--- src/rtl/imem_loader_if.sv ---
// Bus bundles around the instruction-memory loader: the incoming byte
// stream (valid/ready) and the instruction-memory write port.

// Byte stream from the debug/UART source into the loader.
interface byte_stream_if;
  logic       s_valid;
  logic [7:0] s_data;
  logic       s_ready;

  modport master (output s_valid, output s_data, input s_ready);
  modport slave  (input s_valid, input s_data, output s_ready);
endinterface

// Instruction-memory write port; the loader is its only master.
interface imem_wr_if;
  logic        mem_we;
  logic [31:0] mem_waddr;
  logic [31:0] mem_wdata;

  modport master (output mem_we, output mem_waddr, output mem_wdata);
  modport slave  (input mem_we, input mem_waddr, input mem_wdata);
endinterface

--- src/rtl/imem_loader.sv ---
// Boot-time instruction memory loader. Collects little-endian bytes into
// 32-bit words, writes them to consecutive word addresses from 0 and keeps
// the CPU stalled for the duration of the load.
//
// state  | meaning
// -------+-----------------------------------------------------------
// IDLE   | waiting for start; illegal lengths raise err next cycle
// RECV   | accepting bytes into the word buffer, idle timer running
// WRITE  | one-cycle memory write of the assembled word
// DONE   | one-cycle done pulse, then back to IDLE

module imem_loader #(
  parameter int MEM_DEPTH = 256,
  parameter int LEN_W     = 9,
  parameter int TIMEOUT   = 1024
) (
  input  logic               clk,
  input  logic               rst,
  input  logic               start,
  input  logic [LEN_W-1:0]   load_len,
  byte_stream_if.slave       s_if,
  imem_wr_if.master          m_if,
  output logic               cpu_stall,
  output logic               busy,
  output logic               done,
  output logic               err,
  output logic [LEN_W-1:0]   words_loaded
);

  localparam int CW = $clog2(TIMEOUT + 1);

  typedef enum logic [1:0] {S_IDLE, S_RECV, S_WRITE, S_DONE} state_t;

  state_t           state_q, state_d;
  logic [LEN_W-1:0] len_q, len_d;
  logic [LEN_W-1:0] word_cnt_q, word_cnt_d;
  logic [LEN_W-1:0] words_q, words_d;
  logic [1:0]       byte_cnt_q, byte_cnt_d;
  logic [31:0]      buf_q, buf_d;
  logic [CW-1:0]    idle_q, idle_d;
  logic             err_q, err_d;

  logic hs;
  logic len_ok;
  logic timeout_hit;
  logic last_word;

  assign hs          = (state_q == S_RECV) && s_if.s_valid;
  assign len_ok      = (load_len != '0) && (load_len <= LEN_W'(MEM_DEPTH));
  // The TIMEOUT-th consecutive empty RECV cycle aborts the load.
  assign timeout_hit = (state_q == S_RECV) && !s_if.s_valid &&
                       (idle_q == CW'(TIMEOUT - 1));
  assign last_word   = ((word_cnt_q + LEN_W'(1)) == len_q);

  assign err          = err_q;
  assign words_loaded = words_q;

  // State register.
  always_ff @(posedge clk) begin
    if (rst) state_q <= S_IDLE;
    else     state_q <= state_d;
  end

  // Datapath registers: length, counters, word buffer, err pulse.
  always_ff @(posedge clk) begin
    if (rst) begin
      len_q      <= '0;
      word_cnt_q <= '0;
      words_q    <= '0;
      byte_cnt_q <= '0;
      buf_q      <= '0;
      idle_q     <= '0;
      err_q      <= 1'b0;
    end else begin
      len_q      <= len_d;
      word_cnt_q <= word_cnt_d;
      words_q    <= words_d;
      byte_cnt_q <= byte_cnt_d;
      buf_q      <= buf_d;
      idle_q     <= idle_d;
      err_q      <= err_d;
    end
  end

  // Next-state logic.
  always_comb begin
    state_d = state_q;
    case (state_q)
      S_IDLE:  if (start && len_ok) state_d = S_RECV;
      S_RECV: begin
        if (hs && (byte_cnt_q == 2'd3)) state_d = S_WRITE;
        else if (timeout_hit)           state_d = S_IDLE;
      end
      S_WRITE: state_d = last_word ? S_DONE : S_RECV;
      S_DONE:  state_d = S_IDLE;
      default: state_d = S_IDLE;
    endcase
  end

  // Datapath next values; registers hold unless a state acts on them.
  always_comb begin
    len_d      = len_q;
    word_cnt_d = word_cnt_q;
    words_d    = words_q;
    byte_cnt_d = byte_cnt_q;
    buf_d      = buf_q;
    idle_d     = idle_q;
    err_d      = 1'b0;
    case (state_q)
      S_IDLE: begin
        if (start) begin
          if (len_ok) begin
            len_d      = load_len;
            word_cnt_d = '0;
            words_d    = '0;
            byte_cnt_d = '0;
            idle_d     = '0;
          end else begin
            err_d = 1'b1;
          end
        end
      end
      S_RECV: begin
        if (hs) begin
          buf_d[byte_cnt_q*8 +: 8] = s_if.s_data;
          byte_cnt_d               = byte_cnt_q + 2'd1;
          idle_d                   = '0;
        end else if (timeout_hit) begin
          // Partial word is dropped; already-written words stay counted.
          err_d      = 1'b1;
          idle_d     = '0;
          byte_cnt_d = '0;
        end else begin
          idle_d = idle_q + CW'(1);
        end
      end
      S_WRITE: begin
        word_cnt_d = word_cnt_q + LEN_W'(1);
        words_d    = words_q + LEN_W'(1);
        byte_cnt_d = '0;
        idle_d     = '0;
      end
      default: ;
    endcase
  end

  // Moore outputs; write address/data are forced to 0 outside WRITE.
  always_comb begin
    s_if.s_ready   = 1'b0;
    m_if.mem_we    = 1'b0;
    m_if.mem_waddr = '0;
    m_if.mem_wdata = '0;
    busy           = 1'b0;
    cpu_stall      = 1'b0;
    done           = 1'b0;
    case (state_q)
      S_RECV: begin
        s_if.s_ready = 1'b1;
        busy         = 1'b1;
        cpu_stall    = 1'b1;
      end
      S_WRITE: begin
        m_if.mem_we    = 1'b1;
        m_if.mem_waddr = 32'({word_cnt_q, 2'b00});
        m_if.mem_wdata = buf_q;
        busy           = 1'b1;
        cpu_stall      = 1'b1;
      end
      S_DONE: begin
        done      = 1'b1;
        busy      = 1'b1;
        cpu_stall = 1'b1;
      end
      default: ;
    endcase
  end

endmodule

--- src/flat_wrapper.sv ---
// flat-port wrapper written by rule: the top's interface ports become plain ports
module imem_loader_flat 
#(
  parameter int MEM_DEPTH = 256,
  parameter int LEN_W     = 9,
  parameter int TIMEOUT   = 1024
)
  (clk, rst, start, load_len, cpu_stall, busy, done, err, words_loaded, s_if_s_valid, s_if_s_data, s_if_s_ready, m_if_mem_we, m_if_mem_waddr, m_if_mem_wdata);
  byte_stream_if s_if_i ();
  imem_wr_if m_if_i ();
  input  logic clk;
  input  logic rst;
  input  logic start;
  input  logic [LEN_W-1:0] load_len;
  output logic cpu_stall;
  output logic busy;
  output logic done;
  output logic err;
  output logic [LEN_W-1:0] words_loaded;
  input wire logic [$bits(s_if_i.s_valid)-1:0] s_if_s_valid;
  input wire logic [$bits(s_if_i.s_data)-1:0] s_if_s_data;
  output wire logic [$bits(s_if_i.s_ready)-1:0] s_if_s_ready;
  output wire logic [$bits(m_if_i.mem_we)-1:0] m_if_mem_we;
  output wire logic [$bits(m_if_i.mem_waddr)-1:0] m_if_mem_waddr;
  output wire logic [$bits(m_if_i.mem_wdata)-1:0] m_if_mem_wdata;
  assign s_if_i.s_valid = s_if_s_valid;
  assign s_if_i.s_data = s_if_s_data;
  assign s_if_s_ready = s_if_i.s_ready;
  assign m_if_mem_we = m_if_i.mem_we;
  assign m_if_mem_waddr = m_if_i.mem_waddr;
  assign m_if_mem_wdata = m_if_i.mem_wdata;
  imem_loader #(.MEM_DEPTH(MEM_DEPTH), .LEN_W(LEN_W), .TIMEOUT(TIMEOUT)) u_core (.clk(clk), .rst(rst), .start(start), .load_len(load_len), .s_if(s_if_i), .m_if(m_if_i), .cpu_stall(cpu_stall), .busy(busy), .done(done), .err(err), .words_loaded(words_loaded));
endmodule
--- config.mk ---
export PLATFORM = sky130hd
export DESIGN_NAME = imem_loader_flat
export DESIGN_NICKNAME = d
export VERILOG_FILES = /design/src/rtl/imem_loader_if.sv /design/src/rtl/imem_loader.sv /design/src/flat_wrapper.sv
export SDC_FILE = /design/constraint.sdc
export NUM_CORES = 1
export LEC_CHECK = 0
export ABC_AREA = 1
export CAP_MARGIN = 20
export CORE_ASPECT_RATIO = 1.2
export CORE_MARGIN = 1
export CORE_UTILIZATION = 58
export DETAILED_ROUTE_END_ITERATION = 10
export DONT_BUFFER_PORTS = 1
export PLACE_DENSITY = 0.76
export SETUP_SLACK_MARGIN = 0.1
export SLEW_MARGIN = 20
export SYNTH_ARGS = -nofsm -noshare
export SYNTH_HDL_FRONTEND = slang
export SYNTH_SLANG_ARGS = --single-unit
--- constraint.sdc ---
create_clock -name clk -period 2.1 [get_ports clk]
set_input_delay 0.315 -clock clk [delete_from_list [all_inputs] [get_ports clk]]
set_output_delay 0.315 -clock clk [all_outputs]
set_load 0.05 [all_outputs]
==> metrics.cfg, run 1 <==
[synth]
synth-xor-area-share = 0.008366
ys_types = 31
syn_inst = 647
synth.yosys.seq_area_share = 0.3585
synth_enable_flop_cells = 0
synthArstFlopShare = 0
synthFlopType = dfxtp_1
synth_top_family_by_area = simple AND/OR/NAND/NOR gates
synth-seq-cells = 75
yosysTopAreaCellShare = 0.3585
synth-compound-area-share = 0.1461
synthAdderAreaFrac = 0.02390
yosysMostFrequentCell = nand2_1
yosysTopAreaCell = dfxtp_1
yosys_warnings = 0
avgSynthCellArea_um2 = 6.473
synth_area_leaders = dfxtp_1 36%, nand2_1 11%, a21oi_1 8.8%
synth_common_cells = 121 x nand2_1, 90 x inv_1, 88 x nor2_1
syn_area_mm2 = 0.004188
yosys.area_share.simple = 0.3095
synth_mux_area_frac = 0

[final_layout]
multi_input_area_mm2 = 0.002137
fin_nets = 721
register_area_mm2 = 0.001504
fill_cells = 597
diodes = 0
area_delta_synth_final_pct = 15.89
drive_above_1_share = 0.1509
fin_util = 0.7039

[cts]
ctsHtreeMaxLevel = 3
cts_buffers = 9
clk_pin_slew_ns = 0.08
ctsHoldBuffers = 0
cts_buffer_depth = 2
cts_tree = yes
clock_latency_ns = 0.35
cts.sinks = 75
clock-root-buffer = clkbuf_8

[floorplan]
io_pins = 100
die_h_um = 95.08
initial_core_util = 0.6073
dieArea_mm2 = 0.007566
core-area_mm2 = 0.006895
die_width_um = 79.57
fp-row-count = 33

[timing]
hold_viol = 0
setup_tns_ns = 0
slew_viol_final = 0
rsz0062_at_grt = yes
setup_viol_count_final = 0
timing.fmax_ghz = 0.5121
slew_headroom = 0.6197
fin_crit_ns = 1.953
fin_skew_ns = 0.007086
tightest_slew_ns = 0.5691
layout_worst_path_cycle_share = 0.9299

[placed_design]
place_congestion = 0.9298
dp_hpwl_um = 7553
io_buffers = 0

[grt]
grt_usage = 0.2846
grt_overflow_total = 0
antenna_found_initial = 0
grt_pass1_wl_um = 16920
grt_max_degree = 43
grt_pass1_vias = 3785

[power_and_ir_drop]
p_sw_uw = 963.5
power.share.switching = 0.2774
powerDensity_mw_per_mm2 = 715.6
p_comb_frac = 0.146
p_int_mw = 2.509
peakVddDrop_mv = 0.4878
power_frac_clock = 0.425
seq_power_share = 0.429
power_mw = 3.473
power.static_leakage_nw = 2.019

[min_path]
whs_path_depth = 1
min_path_type = primary input to flip-flop
min_from = rst
holdPathEnd = u_core.words_loaded[5]$_SDFFE_PP0P_

[detailed_routing]
drc = 0
vias_per_cell = 5.296
ant_nets = 0
initialDrtViolationCount = 299
post_drt_wl_per_cell_um = 13.48
detail_route.first_pass.iterations = 7
wl_um = 10550
via_count = 4147

[setup_path]
worst_setup_path_end_kind = primary output
cp_max_fo = 14
timing.rr.start = u_core.idle_q[1]$_SDFFE_PP0P_
reg2reg_depth = 12
critPathKind = flip-flop to primary output
start_kind = flip-flop
arrival_ns = 1.64
reg2reg_to = u_core.byte_cnt_q[1]$_SDFFE_PP0P_
crit_required_ns = 1.78
rrSetupSlack_ns = 0.28

[status]
status = completed

[job]
maxCapViolations = 0

[worst max-delay path, cell delays in order (launching register included)]
cell and delay, ns:
dfxtp_2 0.37, inv_1 0.07, nor2_2 0.16, inv_4 0.11, buf_4 0.20, nor2_1 0.18
buf_6 0.19
[layout by cell type, fill, tap and decap left out, drive strengths merged]
| cell | count |
|---|---|
| dfxtp | 75 |
| clkinv | 3 |
| a31o | 1 |
| a31oi | 1 |
| and2 | 1 |
| bufinv | 4 |
| a21oi | 74 |
| conb | 23 |
| a21o | 1 |
| or2 | 8 |
| o21ai | 37 |
| nand2 | 125 |
| nand3 | 48 |
| xor2 | 4 |
| inv | 92 |
| buf | 61 |
| ha | 8 |
| nand4 | 15 |
| nor3 | 10 |
| a211oi | 2 |
| nor2 | 93 |
| clkbuf | 10 |
[metal layers]
layer,GRT usage,share of wire,vias up
met1,0.3456,0.43,1908
met5,0,0,-
li1,-,-,2092
met2,0.4986,0.51,122
met3,0.04019,0.041,25
met4,0.1212,0.021,0
[what timing repair did]
item	CTS	global route
setup buffers	0	0
endpoints found under the hold margin	0	0
endpoints found under the setup margin	4	18
gates resized for setup	2	7
[worst max-delay path by stage]
stage / from / endpoint / cells past startpoint
after CTS: u_core.state_q[0]$_SDFFE_PP0P_ / m_if_mem_wdata[0] / 5
after global placement: u_core.idle_q[0]$_SDFFE_PP0P_ / u_core.byte_cnt_q[0]$_SDFFE_PP0P_ / 12
after floorplan: u_core.state_q[1]$_SDFFE_PP0P_ / m_if_mem_waddr[2] / 5
final: u_core.state_q[1]$_SDFFE_PP0P_ / m_if_mem_wdata[8] / 6
after detailed placement: u_core.idle_q[0]$_SDFFE_PP0P_ / u_core.byte_cnt_q[1]$_SDFFE_PP0P_ / 12
after global routing: u_core.state_q[1]$_SDFFE_PP0P_ / m_if_mem_wdata[8] / 6
[layout make-up]
| class | count | area share |
|---|---|---|
| multi-input combinational | 451 | 0.4403 |
| sequential | 75 | 0.3099 |
| clock buffer | 10 | 0.02836 |
| timing repair buffer | 61 | 0.1000 |
| tap | 87 | 0.02243 |
| clock inverter | 5 | 0.02578 |
| inverter | 94 | 0.07321 |
[power groups by stage]
stage          Combinational, mW  Clock (mW)  Sequential (mW)
2_1_floorplan              0.455           0             1.52
3_3_place_gp               0.484           0             1.52
3_5_place_dp               0.494           0             1.52
4_1_cts                    0.497        1.49             1.49
5_1_grt                    0.555        1.54             1.50
6_report                   0.506        1.48             1.49
[sequential cells by signal, indices dropped and copies added (netlist names)]
signal and cells:
u_core.err 1, u_core.state_q 2, u_core.buf_q 32, u_core.idle_q 11
u_core.byte_cnt_q 2, u_core.words_loaded 9, u_core.word_cnt_q 9, u_core.len_q 9
[per-stage QoR]
stage | hold WS (ns) | instances | setup slack, ns | cell area, um^2
3_3_place_gp | 0.3875 | 768 | 0.3930 | 4566
5_1_grt | 0.009966 | 783 | 0.1003 | 4853
4_1_cts | 0.007558 | 783 | 0.1566 | 4833
6_report | 0.02486 | 783 | 0.1472 | 4853
2_1_floorplan | 0.4298 | 669 | 0.1501 | 4273
3_5_place_dp | 0.3896 | 768 | 0.2643 | 4566
[logic make-up (layout without fill, tap and decap cells)]
group           after synthesis  in the layout
buf+inv                     143            170
xor+xnor                      4              4
fa+ha+maj                     8              8
simple gates                300            300
compound gates              116            116
flops                        75             75
other cells                   1             23
Note: power is estimated with default switching activity, not from simulation.
==> run 2: changes to the inputs <==
Settings changed: CELL_PAD_IN_SITES_DETAIL_PLACEMENT set to 1, CELL_PAD_IN_SITES_GLOBAL_PLACEMENT set to 1, CORE_UTILIZATION 58 to 40, PLACE_DENSITY 0.76 to unset, PLACE_DENSITY_LB_ADDON set to 0.1, REMOVE_ABC_BUFFERS set to 1.
==> run 2 against run 1 <==
Die area increased by 44%. Critical path depth unchanged. Flip-flop and latch count unchanged. Sequential power about the same. Wire length is 12% higher. Total power grew 2.7%. Clock power increased by 5%.
==> metrics.cfg, run 2 (synthesized netlist as in run 1, its figures left out) <==
[power_and_ir_drop]
p_sw_mw = 1.010
power.share.switching = 0.2834
seq_power_share = 0.419
powerDensity_mw_per_mm2 = 722.9
peakVddDrop_mv = 0.3717
power_frac_clock = 0.437
p_int_mw = 2.555
p_comb_frac = 0.145
power.static_leakage_nw = 2.034

[floorplan]
dieArea_mm2 = 0.01088
die_h_um = 114.1
initial_core_util = 0.4142
die_width_um = 95.41
io_pins = 100
core-area_mm2 = 0.01011
fp-row-count = 40

[grt]
grt_max_degree = 43
grt_overflow_total = 0
grt_usage = 0.2240
grt_pass1_wl_um = 18810
grt_pass1_vias = 4094
antenna_found_initial = 0

[timing]
timing.hold.ws_ns = 0.05044
timing.fmax_ghz = 0.5219
layout_worst_path_cycle_share = 0.9124
slew_viol_final = 0
setup_viol_count_final = 0
rsz0062_at_grt = no
fin_crit_ns = 1.916
hold_viol = 0
tightest_slew_ns = 0.6051
slew_headroom = 0.5956
worst_slack_ns = 0.1841
setup_tns_ns = 0
fin_skew_ns = 0.006846

[final_layout]
area_delta_synth_final_pct = 17.78
register_area_mm2 = 0.001504
final_common_cell = nand2_1
mostFrequentLayoutCells = 121 x nand2_1, 90 x inv_1, 86 x nor2_1
largest_register_ffs = 32
largestRegisters = u_core.buf_q x32, u_core.idle_q x11
multi_input_area_mm2 = 0.002142
drive_above_1_share = 0.1516
layout.cells.non_filler = 825
fin_nets = 724
fill_cells = 1371
largest_register = u_core.buf_q
diodes = 0
fin_util = 0.4879

[min_path]
min_from = rst
min_path_type = primary input to flip-flop
holdPathEnd = u_core.word_cnt_q[8]$_SDFFE_PP0P_
whs_path_depth = 1

[setup_path]
cp_max_fo = 29
reg2reg_to = u_core.byte_cnt_q[1]$_SDFFE_PP0P_
start_kind = flip-flop
critPathKind = flip-flop to primary output
setup.worst_path.start = u_core.state_q[1]$_SDFFE_PP0P_
slowest_delay_ns = 0.37
reg2reg_depth = 12
rrSetupSlack_ns = 0.29
arrival_ns = 1.60
crit_family = buffers and inverters
cpMaxStageDelayCell = dfxtp_1
path_cells = inv_1 > nor2_2 > inv_2 > buf_4 > nor2_1 > buf_4
crit_required_ns = 1.78
crit_path_frequent_cell = buf_4
worst_setup_path_end_kind = primary output
worst-path-buf-inv = 4
timing.rr.start = u_core.idle_q[0]$_SDFFE_PP0P_

[cts]
clock_latency_ns = 0.34
ctsHoldBuffers = 0
cts_tree = yes
cts_buffers = 9
clock-root-buffer = clkbuf_16
ctsHtreeMaxLevel = 3
cts_buffer_depth = 2
cts.sinks = 75
clk_pin_slew_ns = 0.05

[detailed_routing]
via_count = 4173
vias_per_cell = 5.058
detail_route.first_pass.iterations = 4
drc = 0
wl_um = 11800
ant_nets = 0
initialDrtViolationCount = 132
post_drt_wl_per_cell_um = 14.30

[placed_design]
place_inst = 810
io_buffers = 0
dp_hpwl_um = 8729
pre_cts_ws_ns = 0.1726
place_congestion = 0.8576

[status]
status = completed

[job]
maxCapViolations = 0

## run 2: what timing repair did
item | in CTS | in global routing
setup endpoints to repair | 0 | 4
buffers inserted | 0 | 0
gates resized for setup | 0 | 5
## run 2: worst max-delay path by stage
| stage | end | slack, ns | depth (start not counted) |
|---|---|---|---|
| finish | m_if_mem_wdata[31] | 0.18 | 6 |
| global route | u_core.byte_cnt_q[1]$_SDFFE_PP0P_ | 0.10 | 12 |
| CTS | u_core.byte_cnt_q[1]$_SDFFE_PP0P_ | 0.12 | 12 |
| detailed placement | u_core.byte_cnt_q[1]$_SDFFE_PP0P_ | 0.17 | 12 |
| global placement | u_core.state_q[1]$_SDFFE_PP0P_ | 0.33 | 9 |
| floorplan | m_if_mem_waddr[10] | -1.08 | 4 |
## run 2: final cells by class
type                       count  area share
multi-input combinational    451      0.4343
timing repair buffer          64     0.09741
clock inverter                 2    0.007103
sequential                    75      0.3049
clock buffer                  13     0.05277
tap                          126     0.03196
inverter                      94     0.07154
## run 2: per-stage QoR
stage / instance area [um^2] / total power [mW]
3_3_place_gp: 4624 / 2.027
6_report: 4932 / 3.565
4_1_cts: 4920 / 3.610
2_1_floorplan: 3984 / 1.905
5_1_grt: 4932 / 3.718
3_5_place_dp: 4624 / 2.043
## run 2: per-layer routing
layer | up-vias | share of wire | track usage
met2 | 77 | 0.51 | 0.4129
li1 | 2103 | - | -
met3 | 16 | 0.042 | 0.04183
met1 | 1977 | 0.43 | 0.2527
met5 | - | 0 | 0
met4 | 0 | 0.013 | 0.07861
## run 2: power by group through the flow
| stage | sequential, mW | combinational (mW) | clock, mW |
|---|---|---|---|
| 2_1_floorplan | 1.52 | 0.388 | 0 |
| 5_1_grt | 1.50 | 0.571 | 1.65 |
| 3_5_place_dp | 1.52 | 0.519 | 0 |
| 4_1_cts | 1.49 | 0.522 | 1.60 |
| 6_report | 1.49 | 0.516 | 1.56 |
| 3_3_place_gp | 1.52 | 0.505 | 0 |
==> run 3: changes to the inputs <==
Settings changed: CORE_MARGIN 1 to unset, CORE_UTILIZATION 40 to 35, REMOVE_ABC_BUFFERS 1 to unset.
==> run 3 against run 2 <==
Via count down 1.4%. Flip-flop and latch count unchanged. Global-route usage down 2.1 points. Clock power about the same. Register-to-register slack worse by 0.04 ns. Setup slack better by 0.033 ns. Largest power group unchanged. First-iteration DRC count down 18%. Wire length up 3.6%. Final cell count up 3.5%. Hold slack worse by 0.0064 ns.
==> metrics.cfg, run 3 (synthesized netlist as in run 1, its figures left out) <==
[min_path]
min_path_type = primary input to flip-flop
whs_path_depth = 1
min_from = rst

[cts]
cts_tree = yes
clock_latency_ns = 0.34
clk_pin_slew_ns = 0.06
cts_buffer_depth = 2
cts.sinks = 75
ctsHtreeMaxLevel = 3
postCtsSetupBuffers = 0
clock-root-buffer = clkbuf_16
cts_buffers = 9

[power_and_ir_drop]
power.static_leakage_nw = 2.026
peakVddDrop_mv = 0.3363
power.share.switching = 0.2935
power_frac_clock = 0.431
p_comb_frac = 0.146
p_sw_mw = 1.040
seq_power_share = 0.422
p_int_mw = 2.502
power_mw = 3.542
powerDensity_mw_per_mm2 = 712.4

[grt]
antenna_found_initial = 0
grt_max_degree = 43
grt_pass1_vias = 4081
grt_overflow_total = 0
grt_usage = 0.2034
grt_pass1_wl_um = 19500

[setup_path]
cpMaxStageDelayCell = dfxtp_1
worst-path-buf-inv = 2
critPathKind = flip-flop to primary output
path_cells = nand2_1 > inv_1 > buf_4
setup.worst_path.start = u_core.state_q[0]$_SDFFE_PP0P_
start_kind = flip-flop
crit_cells = 3
crit_required_ns = 1.78
arrival_ns = 1.57
slowest_delay_ns = 0.47
reg2reg_depth = 12
timing.rr.start = u_core.idle_q[1]$_SDFFE_PP0P_
worst_setup_path_end_kind = primary output
cp_max_fo = 11
crit_family = buffers and inverters

[detailed_routing]
via_count = 4115
detail_route.first_pass.iterations = 4
wl_um = 12220
ant_nets = 0
drc = 0
vias_per_cell = 4.819
initialDrtViolationCount = 108
post_drt_wl_per_cell_um = 14.31

[timing]
timing.hold.ws_ns = 0.04408
timing.fmax_ghz = 0.5311
rsz0062_at_grt = yes
hold_viol = 0
tightest_slew_ns = 0.5196
fin_skew_ns = 0.006222
slew_headroom = 0.6527
setup_viol_count_final = 0
fin_crit_ns = 1.883
setup_tns_ns = 0
slew_viol_final = 0
layout_worst_path_cycle_share = 0.8966

[final_layout]
fin_util = 0.4278
drive_above_1_share = 0.1463
area_delta_synth_final_pct = 18.70
diodes = 0
final_common_cell = nand2_1
largest_register = u_core.buf_q
fill_cells = 1580
largestRegisters = u_core.buf_q x32, u_core.idle_q x11
fin_nets = 721
mostFrequentLayoutCells = 121 x nand2_1, 89 x inv_1, 86 x nor2_1
largest_register_ffs = 32

[floorplan]
initial_core_util = 0.3604
core-area_mm2 = 0.01162
fp-row-count = 43
dieArea_mm2 = 0.01241
io_pins = 100
die_h_um = 121.8
die_width_um = 101.9

[job]
maxCapViolations = 0

[status]
status = completed

[placed_design]
io_buffers = 0
dp_hpwl_um = 9156
place_congestion = 0.8374

-- run 3: through the flow --
step / instances / setup WS, ns / area, um^2
floorplan: 669 / 0.1501 / 4273
global placement: 838 / 0.3595 / 4666
detailed placement: 838 / 0.1821 / 4666
CTS: 854 / 0.1038 / 4954
global route: 854 / 0.09823 / 4971
finish: 854 / 0.2170 / 4971
-- run 3: final cells by class --
cell class	instances	area, um^2	area share
tap	157	196.4	0.03952
sequential	75	1503	0.3023
clock buffer	12	236.5	0.04757
inverter	94	357.8	0.07199
clock inverter	4	51.30	0.01032
timing repair buffer	61	486.7	0.09791
multi-input combinational	451	2140	0.4304
-- run 3: metal layers --
layer  wire length (um)  up-vias  global-route usage
met1               5133     1942              0.2249
met3                496       16             0.04246
met2               6389       61              0.3813
met5                  0        -                   0
li1                   -     2096                   -
met4                204        0             0.06607
-- run 3: what timing repair did --
action / CTS / global route
resized for setup: 0 / 8
hold buffers: 0 / 0
setup endpoints to repair: 0 / 26
-- run 3: worst reg2reg max path: stages (launching register included) --
cell and delay (ns):
dfxtp_1 0.37, ha_1 0.21, nand2_1 0.09, nor2_2 0.16, inv_1 0.09, nor2_2 0.14
nand3_2 0.13, nand3_1 0.13, nand2_1 0.07, inv_1 0.13, nand3_1 0.09, nand2_1 0.08
nor2_1 0.04
-- run 3: worst paths after layout --
check                                         to  slack (ns)
max                                 s_if_s_ready        0.22
min          u_core.words_loaded[3]$_SDFFE_PP0P_        0.04
max reg2reg    u_core.byte_cnt_q[0]$_SDFFE_PP0P_        0.25
min reg2reg        u_core.buf_q[20]$_SDFFE_PP0P_        0.45
-- run 3: power groups by stage --
stage	sequential [mW]	clock, mW	combinational (mW)
3_5_place_dp	1.53	0	0.517
5_1_grt	1.50	1.62	0.576
4_1_cts	1.49	1.57	0.522
3_3_place_gp	1.52	0	0.510
6_report	1.50	1.53	0.519
2_1_floorplan	1.52	0	0.455
